File: src/rtl/dac_serializer.sv
// I2S DAC serializer: latches a stereo pair on each left-channel LRCK edge and shifts it out
// MSB first with the one-bit I2S delay. Optional mono downmix when DAC_MONO_MIX_EN is defined.
module dac_serializer (
   input  logic        BCLK,
   input  logic        ADCLRCK,
   input  logic        DACLRCK,
   input  logic [15:0] leftSampleIn,
   input  logic [15:0] rightSampleIn,
   output logic        DACDAT,
   output logic        sample_latched,
   output logic        short_frame
);

   typedef enum logic [1:0] {StIdle, StShift, StPad} state_e;

   state_e      state;
   logic        lrck_d;
   logic [15:0] hold_r;
   logic [14:0] shift_reg;
   logic [3:0]  bit_cnt;
   logic        left_edge;
   logic        right_edge;
   logic [15:0] load_l;
   logic [15:0] load_r;

   assign left_edge  = lrck_d & ~DACLRCK;
   assign right_edge = ~lrck_d & DACLRCK;

`ifdef DAC_MONO_MIX_EN
   // 17-bit signed sum, arithmetic shift floors toward negative infinity
   assign load_l = 16'(($signed({leftSampleIn[15], leftSampleIn})
                      + $signed({rightSampleIn[15], rightSampleIn})) >>> 1);
   assign load_r = load_l;
`else
   assign load_l = leftSampleIn;
   assign load_r = rightSampleIn;
`endif

   // The left word goes straight into the shifter; only the right word must be held.
   always_ff @(negedge BCLK or posedge ADCLRCK) begin
      if (ADCLRCK) begin
         state          <= StIdle;
         lrck_d         <= 1'b0;
         hold_r         <= 16'h0000;
         shift_reg      <= 15'h0000;
         bit_cnt        <= 4'd0;
         DACDAT         <= 1'b0;
         sample_latched <= 1'b0;
         short_frame    <= 1'b0;
      end else begin
         lrck_d         <= DACLRCK;
         sample_latched <= 1'b0;
         if (left_edge || (right_edge && state != StIdle)) begin
            if (state == StShift && bit_cnt != 4'd0) begin
               short_frame <= 1'b1;
            end
            bit_cnt <= 4'd15;
            state   <= StShift;
            if (left_edge) begin
               hold_r         <= load_r;
               sample_latched <= 1'b1;
               DACDAT         <= load_l[15];
               shift_reg      <= load_l[14:0];
            end else begin
               DACDAT    <= hold_r[15];
               shift_reg <= hold_r[14:0];
            end
         end else begin
            case (state)
               StShift: begin
                  if (bit_cnt == 4'd0) begin
                     state  <= StPad;
                     DACDAT <= 1'b0;
                  end else begin
                     DACDAT    <= shift_reg[14];
                     shift_reg <= {shift_reg[13:0], 1'b0};
                     bit_cnt   <= bit_cnt - 4'd1;
                  end
               end
               StPad:   DACDAT <= 1'b0;
               StIdle:  DACDAT <= 1'b0;
               default: begin
                  state  <= StIdle;
                  DACDAT <= 1'b0;
               end
            endcase
         end
      end
   end

endmodule
File: config.mk
export PLATFORM = sky130hd
export DESIGN_NAME = dac_serializer
export DESIGN_NICKNAME = d
export VERILOG_FILES = /design/src/rtl/dac_serializer.sv
export SDC_FILE = /design/constraint.sdc
export NUM_CORES = 1
export LEC_CHECK = 0
export CORE_ASPECT_RATIO = 1.25
export CORE_MARGIN = 2
export CORE_UTILIZATION = 50
export DETAILED_ROUTE_END_ITERATION = 8
export PLACE_DENSITY = 0.86
export SLEW_MARGIN = 15
export SYNTH_ARGS = -nofsm -noshare
export SYNTH_HDL_FRONTEND = slang
export SYNTH_SLANG_ARGS = --single-unit
File: constraint.sdc
create_clock -name BCLK -period 2.2 [get_ports BCLK]
set_input_delay 0.22 -clock BCLK [delete_from_list [all_inputs] [get_ports BCLK]]
set_output_delay 0.22 -clock BCLK [all_outputs]
set_load 0.005 [all_outputs]
Word-level counts from Yosys, hierarchy flattened. Cells that the tools add are included.

$add $sub $neg: 1. Reduce and logical (&&, ||, !) cells: 13. Equal/unequal tests: 5. Bitwise logic cells: 4. $lt $le $gt $ge: 0. Shifts and indexed selects: 0. Divide/modulo/power cells: 0. Multiplexer cells: 16. Multiply operators: 0.

Operators with widths (number): 15-bit 2-to-1 mux (4); 4-bit 2-to-1 mux (3); 2-bit AND reduction (4); 1-bit 2-to-1 mux (6); 4-bit zero test (1); 2-bit 2-to-1 mux (2); 2-bit one-hot mux with 2 select lines (1); 2-bit nonzero test (2); 4-bit nonzero test (1); 4-bit by 1-bit subtractor with 4-bit output, second input constant (1); 3-bit by 2-bit inequality test with 1-bit output, second input constant (1); 1-bit bitwise AND (2); 2-bit by 1-bit == test with 1-bit output, second input constant (1); 2-bit == test, second input constant (1); 1-bit logical AND (2); 2-bit zero test (1); 2-bit by 1-bit inequality test with 1-bit output, second input constant (1); 2-bit inequality test, second input constant (1); 1-bit NOT (2); 2-bit OR reduction (1); 1-bit logical OR (1).

Memory bits (writable): 0. Register bits after elaboration: 41. Bits in read-only memories: 0. Bits in latches: 0. Memories: 0. Input bits: 35.

Longest topological paths before layout.
Word-level depth: 6. Gate-level depth with buffers: 8. Depth with buffers taken out: 6.

==> results.yml <==
outcome:
  outcome: "finished clean"
timing:
  rsz0062_at_grt: "no"
  layout_setup_ws_ps: 57.6
  final.setup_skew_ps: 2.48
  setup_tns_ps: 0
  whs_ps: 428
  drv_slew: 0
  setup_violations: 0
  slew_headroom_pct: 77.4
  hold_viol_final: 0
  worst_pin_slew_ps: 338
power:
  vdd_drop_max_mv: 0.579
  swShare_pct: 25.9
  total_power_mw: 1.67
  intPower_mw: 1.24
  power_frac_comb_pct: 16.9
  leakagePower_nw: 1.12
  cellPowerDensity_nw_per_um2: 692
  p_sw_mw: 0.432
  power_frac_clock_pct: 28.2
  pwr-share-seq_pct: 54.9
critical_path:
  cp_cell_sequence: "buf_2"
  path_max_fanout: 1
  path_class: "flip-flop to output port"
  crit_buf_inv: 1
  critPathMaxStageDelay_ps: 410
  cp.depth: 1
  ff2ff_path_depth: 6
  worst_ep_arrival_time_ps: 1920
  crit_family: "flip-flops"
  cp-end-kind: "output port"
  crit_required_ps: 1980
  r2r_setup_slack_ps: 390
  critPathSlowestCell: "dfrtn_1"
  crit_path_start_kind: "flip-flop"
routing:
  wire_per_inst_um: 14.6
  drt_iter0_drc: 71
  post-route-drc-count: 0
  vias: 1496
  vias_per_cell: 5.48
  drt_wl_total_um: 3980
  ant_nets: 0
  dr.pass1.iters: 4
cells_and_area:
  final_nets: 269
  utilization_pct: 69.8
  syn_to_final_growth_pct: 34.6
  regArea_um2: 1030
  largest_reg_flops: 16
  final_cell_area_um2: 2410
  n_fill_cell: 247
  diodes: 0
  final_cells: 273
  drive_above_1_share_pct: 15.8
  multi_input_area_um2: 728
placement:
  post-dp-hpwl_um: 2820
  place_area_um2: 2270
  gp_congestion: 0.840
  dpl_worst_slack_ps: -599
  dp_cells: 262
  port_buffers: 37
floorplanning:
  dieArea_um2: 4080
  num_rows: 24
  pin_count: 38
  initial_core_util_pct: 51.8
  die_h_um: 70.9
  die_w_um: 57.5
  fp.coreArea_um2: 3450
clocking:
  cts_tree: "yes"
  root_buffer: "clkbuf_8"
  cts_buffers: 5
  cts_buffer_depth: 2
  clk_latency_ps: 300
  clk_pin_slew_ps: 50
  htreeDepth: 2
  clock-sinks: 41
logic_synthesis:
  syn_nets: 218
  synth_ff_type: "dfrtn_1"
  syn_inst: 182
  yosysMostFrequentCell: "nand2_1"
  synth_common_cells: "nand2_1 (60), dfrtn_1 (41), a22oi_1 (10), o21ai_0 (10), mux2i_1 (9)"
  yosys_warnings: 0
  synth_edf_count: 0
  synth_top_area_share_pct: 57.3
  syn_area_per_cell_um2: 9.84
  synth_cell_types: 33
  synth_seq_cells: 41
  synth.yosys.seq_area_share_pct: 57.3
  synthArstFlopShare_pct: 100
  synth_area_um2: 1790
  synth_top_area_cell: "dfrtn_1"
  synth.area.top_cells: "dfrtn_1 (57%), nand2_1 (13%), mux2i_1 (5.0%)"
run:
  drv_cap: 0
global_routing:
  grt_pass1_wl_um: 6840
  antenna_found_initial: 0
  grt_max_degree: 42
  grt_pass1_vias: 1530
  grt_overflow: 0
  grt.total_usage_pct: 22.2
hold_path:
  hp-class: "flip-flop to flip-flop"
  whs_path_depth: 2
==> power groups by stage <==
stage / clock (mW) / combinational [mW] / sequential (mW)
floorplan: 0 / 0.147 / 0.910
global placement: 0 / 0.257 / 0.922
detailed placement: 0 / 0.268 / 0.927
CTS: 0.479 / 0.281 / 0.916
global route: 0.508 / 0.317 / 0.927
finish: 0.470 / 0.282 / 0.916
==> path summary, 6_finish.rpt <==
check / startpoint / endpoint
min in group asynchronous: ADCLRCK / shift_reg[3]
max in group asynchronous: ADCLRCK / hold_r[13]
setup / recovery: sample_latched / sample_latched
hold / removal: hold_r[0] / hold_r[0]
hold reg to reg: hold_r[0] / hold_r[0]
setup reg to reg: bit_cnt[0] / bit_cnt[2]
==> cell usage in the layout, fill, tap and decap left out, types with 3 or more instances in the layout <==
cell	count
clkbuf_1	3
nor2_1	4
clkbuf_8	5
inv_1	4
nand2_1	60
clkdlybuf4s50_1	33
buf_2	3
mux2i_1	9
a22oi_1	7
buf_4	12
a22oi_2	3
a32oi_1	4
buf_6	4
o21ai_1	7
a21oi_1	5
dfrtn_1	41
o21ai_0	3
==> worst min-delay path, stage by stage, from the launching register on <==
cell and delay (ps):
dfrtn_1 400, nand2_1 50, nand2_1 60
==> timing repair <==
item / in CTS / in global routing
resized for setup: 32 / 3
hold buffers: 0 / 0
pin swaps: 1 / 1
endpoints found under the setup margin: 43 / 11
setup buffers: 2 / 1
cloned: 0 / 0
==> routing by layer <==
layer | global-route usage [%] | up-vias | wire length [um]
met5 | 0 | - | 0
met4 | 10.3 | 0 | 104
met3 | 4.94 | 11 | 140
met2 | 36.9 | 34 | 2070
met1 | 27.1 | 730 | 1660
li1 | - | 721 | -
==> area by class of cell <==
| cell class | instances | share of cell area [%] |
|---|---|---|
| sequential | 41 | 42.6 |
| multi-input combinational | 126 | 30.2 |
| timing repair buffer | 54 | 21.0 |
| clock buffer | 8 | 3.32 |
| tap | 39 | 2.02 |
| inverter | 5 | 0.883 |
==> cells by family (layout without fill, tap and decap cells) <==
| family | Yosys count | in the layout | synth area share (%) |
|---|---|---|---|
| fa+ha+maj | 1 | 1 | 0.699 |
| buf+inv | 15 | 67 | 4.19 |
| mux | 9 | 9 | 5.03 |
| compound gates | 39 | 39 | 14.7 |
| flops | 41 | 41 | 57.3 |
| simple gates | 75 | 75 | 17.1 |
| xor+xnor | 2 | 2 | 0.979 |
(Power assumes the default switching activity.)
